--- config.mk ---
export PLATFORM = sky130hd
export DESIGN_NAME = id_hazard_controller_flat
export DESIGN_NICKNAME = d
export VERILOG_FILES = /design/src/rtl/id_hazard_controller_if.sv /design/src/rtl/id_hazard_controller.sv /design/src/flat_wrapper.sv
export SDC_FILE = /design/constraint.sdc
export NUM_CORES = 1
export LEC_CHECK = 0
export ABC_CLOCK_PERIOD_IN_PS = 1900
export CORE_ASPECT_RATIO = 0.7
export CORE_MARGIN = 2
export CORE_UTILIZATION = 41
export DETAILED_ROUTE_END_ITERATION = 8
export HOLD_SLACK_MARGIN = 0.03
export PLACE_DENSITY = 0.74
export RECOVER_POWER = 25
export SYNTH_ARGS = -nofsm -noshare
export SYNTH_HDL_FRONTEND = slang
export SYNTH_SLANG_ARGS = --single-unit
--- constraint.sdc ---
create_clock -name CLK -period 1.9 [get_ports CLK]
set_input_delay 0.19 -clock CLK [delete_from_list [all_inputs] [get_ports CLK]]
set_output_delay 0.19 -clock CLK [all_outputs]
set_load 0.03 [all_outputs]
--- src/rtl/id_hazard_controller_if.sv ---
// Decode-stage hazard controller bus: ID/EXE/MEM pipeline inputs and the
// ID-to-EXE action outputs.
//   master : pipeline side (drives instruction/hazard info, receives actions)
//   slave  : controller side
// Signals: hit, Instr_Valid_IN, RegA_IN/UsesA_IN, RegB_IN/UsesB_IN,
//   Syscall_IN, SysNotify_IN, EXE_* and MEM_* writer info (in to slave);
//   Issue_OUT, Bubble_OUT, WANT_FREEZE, SYS, State_OUT, Stall_Count_OUT
//   (out of slave).
interface id_hazard_controller_if #(
  parameter int unsigned STALL_CNT_W = 16
);
  logic                   hit;
  logic                   Instr_Valid_IN;
  logic [4:0]             RegA_IN;
  logic                   UsesA_IN;
  logic [4:0]             RegB_IN;
  logic                   UsesB_IN;
  logic                   Syscall_IN;
  logic                   SysNotify_IN;
  logic [4:0]             EXE_WriteReg_IN;
  logic                   EXE_RegWrite_IN;
  logic                   EXE_MemRead_IN;
  logic [4:0]             MEM_WriteReg_IN;
  logic                   MEM_RegWrite_IN;
  logic                   Issue_OUT;
  logic                   Bubble_OUT;
  logic                   WANT_FREEZE;
  logic                   SYS;
  logic [1:0]             State_OUT;
  logic [STALL_CNT_W-1:0] Stall_Count_OUT;

  modport master (
    output hit, Instr_Valid_IN, RegA_IN, UsesA_IN, RegB_IN, UsesB_IN,
           Syscall_IN, SysNotify_IN, EXE_WriteReg_IN, EXE_RegWrite_IN,
           EXE_MemRead_IN, MEM_WriteReg_IN, MEM_RegWrite_IN,
    input  Issue_OUT, Bubble_OUT, WANT_FREEZE, SYS, State_OUT, Stall_Count_OUT
  );

  modport slave (
    input  hit, Instr_Valid_IN, RegA_IN, UsesA_IN, RegB_IN, UsesB_IN,
           Syscall_IN, SysNotify_IN, EXE_WriteReg_IN, EXE_RegWrite_IN,
           EXE_MemRead_IN, MEM_WriteReg_IN, MEM_RegWrite_IN,
    output Issue_OUT, Bubble_OUT, WANT_FREEZE, SYS, State_OUT, Stall_Count_OUT
  );
endinterface

--- src/rtl/id_hazard_controller.sv ---
// Decode-stage sequencing controller: per cycle decides issue / NOP bubble /
// fetch freeze, handles RAW interlocks, syscall drain-then-notify, and
// icache-miss holds; counts data-hazard bubbles (saturating).
// Ports: CLK, RESET (sync, active-high), bus (id_hazard_controller_if.slave).
module id_hazard_controller #(
  parameter int unsigned SYS_DRAIN_CYCLES = 3,
  parameter bit          HAS_FORWARDING   = 1'b1,
  parameter int unsigned STALL_CNT_W      = 16
) (
  input  logic                   CLK,
  input  logic                   RESET,
  id_hazard_controller_if.slave  bus
);

  localparam int unsigned DRAIN_W    = 3;
  localparam logic [DRAIN_W-1:0] DRAIN_INIT = DRAIN_W'(SYS_DRAIN_CYCLES - 1);

  localparam logic [1:0] RUN   = 2'd0;
  localparam logic [1:0] DRAIN = 2'd1;
  localparam logic [1:0] FIRE  = 2'd2;

  logic [1:0]             state_q, state_d;
  logic [DRAIN_W-1:0]     drain_q, drain_d;
  logic [STALL_CNT_W-1:0] stall_q, stall_d;

  logic issue_c, bubble_c, freeze_c, sys_c;
  logic m_a_c, m_b_c, raw_e_c, raw_m_c, hazard_c;

  // RAW detection; register 0 is never a real dependency
  always_comb begin
    m_a_c   = bus.UsesA_IN & (bus.RegA_IN != 5'd0);
    m_b_c   = bus.UsesB_IN & (bus.RegB_IN != 5'd0);
    raw_e_c = bus.EXE_RegWrite_IN &
              ((m_a_c & (bus.RegA_IN == bus.EXE_WriteReg_IN)) |
               (m_b_c & (bus.RegB_IN == bus.EXE_WriteReg_IN)));
    raw_m_c = bus.MEM_RegWrite_IN &
              ((m_a_c & (bus.RegA_IN == bus.MEM_WriteReg_IN)) |
               (m_b_c & (bus.RegB_IN == bus.MEM_WriteReg_IN)));
    hazard_c = HAS_FORWARDING ? (raw_e_c & bus.EXE_MemRead_IN)
                              : (raw_e_c | raw_m_c);
  end

  // Next-state and action decode; a cache miss freezes everything in place
  always_comb begin
    state_d  = state_q;
    drain_d  = drain_q;
    stall_d  = stall_q;
    issue_c  = 1'b0;
    bubble_c = 1'b0;
    freeze_c = 1'b0;
    sys_c    = 1'b0;
    if (!bus.hit) begin
      freeze_c = 1'b1;
    end else begin
      case (state_q)
        RUN: begin
          if (!bus.Instr_Valid_IN) begin
            bubble_c = 1'b1;
          end else if (bus.Syscall_IN) begin
            bubble_c = 1'b1;
            freeze_c = 1'b1;
            state_d  = DRAIN;
            drain_d  = DRAIN_INIT;
          end else if (hazard_c) begin
            bubble_c = 1'b1;
            freeze_c = 1'b1;
            if (stall_q != '1) begin
              stall_d = stall_q + STALL_CNT_W'(1);
            end
          end else begin
            issue_c = 1'b1;
          end
        end
        DRAIN: begin
          bubble_c = 1'b1;
          freeze_c = 1'b1;
          if (drain_q != '0) begin
            drain_d = drain_q - DRAIN_W'(1);
          end else begin
            state_d = FIRE;
          end
        end
        FIRE: begin
          // fetch advances past the syscall this cycle
          sys_c    = bus.SysNotify_IN;
          bubble_c = 1'b1;
          state_d  = RUN;
        end
        default: begin
          state_d = RUN;
        end
      endcase
    end
  end

  always_ff @(posedge CLK) begin
    if (RESET) begin
      state_q <= RUN;
      drain_q <= '0;
      stall_q <= '0;
    end else begin
      state_q <= state_d;
      drain_q <= drain_d;
      stall_q <= stall_d;
    end
  end

  // Every output is held low while reset is asserted
  assign bus.Issue_OUT       = ~RESET & issue_c;
  assign bus.Bubble_OUT      = ~RESET & bubble_c;
  assign bus.WANT_FREEZE     = ~RESET & freeze_c;
  assign bus.SYS             = ~RESET & sys_c;
  assign bus.State_OUT       = RESET ? 2'd0 : state_q;
  assign bus.Stall_Count_OUT = RESET ? '0 : stall_q;

endmodule

--- src/flat_wrapper.sv ---
// flat-port wrapper written by rule: the top's interface ports become plain ports
module id_hazard_controller_flat 
#(
  parameter int unsigned SYS_DRAIN_CYCLES = 3,
  parameter bit          HAS_FORWARDING   = 1'b1,
  parameter int unsigned STALL_CNT_W      = 16
)
  (CLK, RESET, bus_hit, bus_Instr_Valid_IN, bus_RegA_IN, bus_UsesA_IN, bus_RegB_IN, bus_UsesB_IN, bus_Syscall_IN, bus_SysNotify_IN, bus_EXE_WriteReg_IN, bus_EXE_RegWrite_IN, bus_EXE_MemRead_IN, bus_MEM_WriteReg_IN, bus_MEM_RegWrite_IN, bus_Issue_OUT, bus_Bubble_OUT, bus_WANT_FREEZE, bus_SYS, bus_State_OUT, bus_Stall_Count_OUT);
  id_hazard_controller_if #(.STALL_CNT_W(STALL_CNT_W)) bus_i ();
  input  logic CLK;
  input  logic RESET;
  input wire logic [$bits(bus_i.hit)-1:0] bus_hit;
  input wire logic [$bits(bus_i.Instr_Valid_IN)-1:0] bus_Instr_Valid_IN;
  input wire logic [$bits(bus_i.RegA_IN)-1:0] bus_RegA_IN;
  input wire logic [$bits(bus_i.UsesA_IN)-1:0] bus_UsesA_IN;
  input wire logic [$bits(bus_i.RegB_IN)-1:0] bus_RegB_IN;
  input wire logic [$bits(bus_i.UsesB_IN)-1:0] bus_UsesB_IN;
  input wire logic [$bits(bus_i.Syscall_IN)-1:0] bus_Syscall_IN;
  input wire logic [$bits(bus_i.SysNotify_IN)-1:0] bus_SysNotify_IN;
  input wire logic [$bits(bus_i.EXE_WriteReg_IN)-1:0] bus_EXE_WriteReg_IN;
  input wire logic [$bits(bus_i.EXE_RegWrite_IN)-1:0] bus_EXE_RegWrite_IN;
  input wire logic [$bits(bus_i.EXE_MemRead_IN)-1:0] bus_EXE_MemRead_IN;
  input wire logic [$bits(bus_i.MEM_WriteReg_IN)-1:0] bus_MEM_WriteReg_IN;
  input wire logic [$bits(bus_i.MEM_RegWrite_IN)-1:0] bus_MEM_RegWrite_IN;
  output wire logic [$bits(bus_i.Issue_OUT)-1:0] bus_Issue_OUT;
  output wire logic [$bits(bus_i.Bubble_OUT)-1:0] bus_Bubble_OUT;
  output wire logic [$bits(bus_i.WANT_FREEZE)-1:0] bus_WANT_FREEZE;
  output wire logic [$bits(bus_i.SYS)-1:0] bus_SYS;
  output wire logic [$bits(bus_i.State_OUT)-1:0] bus_State_OUT;
  output wire logic [$bits(bus_i.Stall_Count_OUT)-1:0] bus_Stall_Count_OUT;
  assign bus_i.hit = bus_hit;
  assign bus_i.Instr_Valid_IN = bus_Instr_Valid_IN;
  assign bus_i.RegA_IN = bus_RegA_IN;
  assign bus_i.UsesA_IN = bus_UsesA_IN;
  assign bus_i.RegB_IN = bus_RegB_IN;
  assign bus_i.UsesB_IN = bus_UsesB_IN;
  assign bus_i.Syscall_IN = bus_Syscall_IN;
  assign bus_i.SysNotify_IN = bus_SysNotify_IN;
  assign bus_i.EXE_WriteReg_IN = bus_EXE_WriteReg_IN;
  assign bus_i.EXE_RegWrite_IN = bus_EXE_RegWrite_IN;
  assign bus_i.EXE_MemRead_IN = bus_EXE_MemRead_IN;
  assign bus_i.MEM_WriteReg_IN = bus_MEM_WriteReg_IN;
  assign bus_i.MEM_RegWrite_IN = bus_MEM_RegWrite_IN;
  assign bus_Issue_OUT = bus_i.Issue_OUT;
  assign bus_Bubble_OUT = bus_i.Bubble_OUT;
  assign bus_WANT_FREEZE = bus_i.WANT_FREEZE;
  assign bus_SYS = bus_i.SYS;
  assign bus_State_OUT = bus_i.State_OUT;
  assign bus_Stall_Count_OUT = bus_i.Stall_Count_OUT;
  id_hazard_controller #(.SYS_DRAIN_CYCLES(SYS_DRAIN_CYCLES), .HAS_FORWARDING(HAS_FORWARDING), .STALL_CNT_W(STALL_CNT_W)) u_core (.CLK(CLK), .RESET(RESET), .bus(bus_i));
endmodule
==> results.ini <==
[outcome]
status = finished with violations
violations = negative setup slack

[final_layout]
multi_input_area_um2 = 1240
nFillCells = 281
drive_gt1_frac = 0.420
final_util = 0.695
stdcell_count = 331
fin_nets = 320
regArea_um2 = 424
antenna-diode-count = 0
design_area_um2 = 2460
areaGrowthSynthToFinish_pct = 60.8

[setup_path]
worst_path_max_delay_cell = dfxtp_2
cp_top_family = simple AND/OR/NAND/NOR gates
slowest_delay_ns = 0.33
crit_fanout = 6
start_kind = flip-flop
required_ns = 2.06
critPathKind = reg -> reg
worstPathCellList = inv_2, ha_4, and4b_2, and4_1, a21oi_2, buf_6, nor3b_4, mux2_4
critPathCaptureType = flip-flop
timing.critical_path.buf_inv = 2
arrival_ns = 2.08

[power]
powerDensity_nw_per_um2 = 430
netSwitchingPower_mw = 0.314
power_frac_clock = 0.285
p_leak_nw = 1.05
peakVddDrop_v = 0.000501
p_int_mw = 0.742
power_frac_comb = 0.286
swShare = 0.297
seqPwrFrac = 0.429

[placement]
place_congestion = 0.830
placed_area_um2 = 2230
post-dp-hpwl_mm = 3.23
io_buffers = 46
place_ws_ns = -0.796
placedCellCount = 324

[floorplanning]
dieArea_um2 = 4240
initial_core_util = 0.432
die_x_um = 77.0
io_pins = 53
die_h_um = 55.1
rows = 18
core_area_um2 = 3540

[detailed_routing]
ant_nets = 0
wl_per_cell_um = 14.3
route.detailed.drc = 0
first_pass_iters = 4
vias_per_cell = 5.17
drt_iter0_markers = 70
finalWirelength_mm = 4.74
vias = 1710

[logic_synthesis]
synth_top_area_share = 0.275
ys_seq_area_frac = 0.275
synth.cell_area_um2 = 1530
yosysTopAreaCell = dfxtp_1
ys_async_sr_fraction = 0
syn_nets = 238
synth-edff-count = 0
ys.flop_type = dfxtp_1
ys_top_cells_by_count = 21 x dfxtp_1, 21 x nor2_1, 20 x nand2_1
synthTopCellsByArea = dfxtp_1 28%, nor2b_1 7.0%, ha_1 5.7%, nor2_1 5.2%, nand2_1 4.9%
netlist_instances = 200
syn_avg_cell_area_um2 = 7.64
yosys_warnings = 0
synth_cell_types = 40
synth_seq_cells = 21

[timing]
fin_ws_ns = -0.0203
fin_crit_ns = 1.92
rsz0062_at_grt = yes
fin_crit_sh = 1.01
hold_violations = 0
drv_slew = 0
max_freq_ghz = 0.521
worst_pin_slew_ns = 0.495
setup_viol = 2
slew_headroom = 0.670
finClkSkew_ns = 0.00372
finalSetupTns_ns = -0.0246

[global_route]
grt_max_degree = 30
grt_pass1_vias = 1618
grt_first_pass_wirelength_mm = 7.54
antenna_found_initial = 0
grt-ovfl-total = 0
track_usage = 0.229

[clocking]
clock-sinks = 21
clock_path_buffers = 2
htreeDepth = 1
clk_latency_ns = 0.26
clk_pin_slew_worst_paths_ns = 0.08
cts_buffers = 3
cts_root_buffer = clkbuf_8
tritoncts = built

[min_path]
holdCritPathClass = reg -> reg

[job]
drv_cap = 0

==> logic make-up (layout without fill, tap and decap cells) <==
| kind of cell | Yosys count | after routing | share of synthesized area |
|---|---|---|---|
| simple gates | 108 | 108 | 0.397 |
| mux | 6 | 6 | 0.0442 |
| compound gates | 33 | 33 | 0.124 |
| xor+xnor | 9 | 9 | 0.0516 |
| flops | 21 | 21 | 0.275 |
| buf+inv | 16 | 97 | 0.0500 |
| fa+ha+maj | 7 | 7 | 0.0573 |
==> worst paths after layout <==
check             cells after the start                               to                            from  slack, ns
hold / removal                        2   u_core.drain_q[0]$_SDFFE_PP0P_  u_core.drain_q[0]$_SDFFE_PP0P_       0.48
setup / recovery                      8  u_core.stall_q[10]$_SDFFE_PP0P_  u_core.state_q[0]$_SDFFE_PP0P_      -0.02
setup reg to reg                      8  u_core.stall_q[10]$_SDFFE_PP0P_  u_core.state_q[0]$_SDFFE_PP0P_      -0.02
hold reg to reg                       2   u_core.drain_q[0]$_SDFFE_PP0P_  u_core.drain_q[0]$_SDFFE_PP0P_       0.48
==> power groups by stage <==
stage	combinational, mW	clock, mW	sequential (mW)
3_5_place_dp	0.275	0	0.463
3_3_place_gp	0.270	0	0.463
5_1_grt	0.331	0.329	0.455
2_1_floorplan	0.138	0	0.464
6_report	0.302	0.301	0.453
4_1_cts	0.286	0.303	0.453
==> per-stage QoR <==
step | hold WS, ns | power, mW
2_1_floorplan | 0.361 | 0.602
3_3_place_gp | 0.459 | 0.733
3_5_place_dp | 0.469 | 0.738
4_1_cts | 0.480 | 1.04
5_1_grt | 0.515 | 1.11
6_report | 0.479 | 1.06
==> registers in the layout, summed over array words and instances (netlist names) <==
signal          flops
u_core.stall_q     16
u_core.drain_q      3
u_core.state_q      2
==> routing by layer <==
metal	track usage	up-vias	wire length, um
li1	-	868	-
met1	0.290	801	2230
met2	0.411	31	2280
met3	0.0471	10	140
met4	0.0606	0	91
met5	0	-	0
==> cell type report <==
| class | count | area share |
|---|---|---|
| clock buffer | 4 | 0.0183 |
| timing repair buffer | 83 | 0.263 |
| tap | 50 | 0.0255 |
| inverter | 10 | 0.0153 |
| sequential | 21 | 0.173 |
| multi-input combinational | 163 | 0.505 |
==> cells in the final DEF, fill, tap and decap left out, types with 3 or more instances in the layout <==
| cell type | instances |
|---|---|
| buf_4 | 50 |
| nor2_1 | 19 |
| dfxtp_1 | 18 |
| nand2_1 | 17 |
| nor2b_1 | 16 |
| o21ai_0 | 13 |
| inv_1 | 8 |
| nand3_1 | 7 |
| a21oi_1 | 7 |
| buf_6 | 7 |
| buf_2 | 7 |
| ha_1 | 6 |
| dlygate4sd2_1 | 5 |
| xor2_1 | 4 |
| or4_4 | 4 |
| nand4_1 | 4 |
| clkdlybuf4s15_1 | 4 |
| clkdlybuf4s50_1 | 4 |
| and4_1 | 3 |
| or3_1 | 3 |
| mux2_2 | 3 |
| mux2_4 | 3 |
| clkbuf_8 | 3 |
| clkbuf_1 | 3 |
| clkbuf_2 | 3 |
| dfxtp_2 | 3 |
==> tightest hold or removal path: cells and delay by family, from the launching register on <==
family	cells	cell delay, ns
DFF	1	0.32
and+or+nand+nor	1	0.06
AOI/OAI and AO/OA	1	0.06
==> what timing repair did <==
action / 4_1_cts / 5_1_grt
hold buffers: 0 / 0
setup buffers: 2 / 1
gates resized for setup: 75 / 34
pin swaps: 21 / 18
endpoints found under the setup margin: 18 / 11
(Power assumes the default switching activity.)
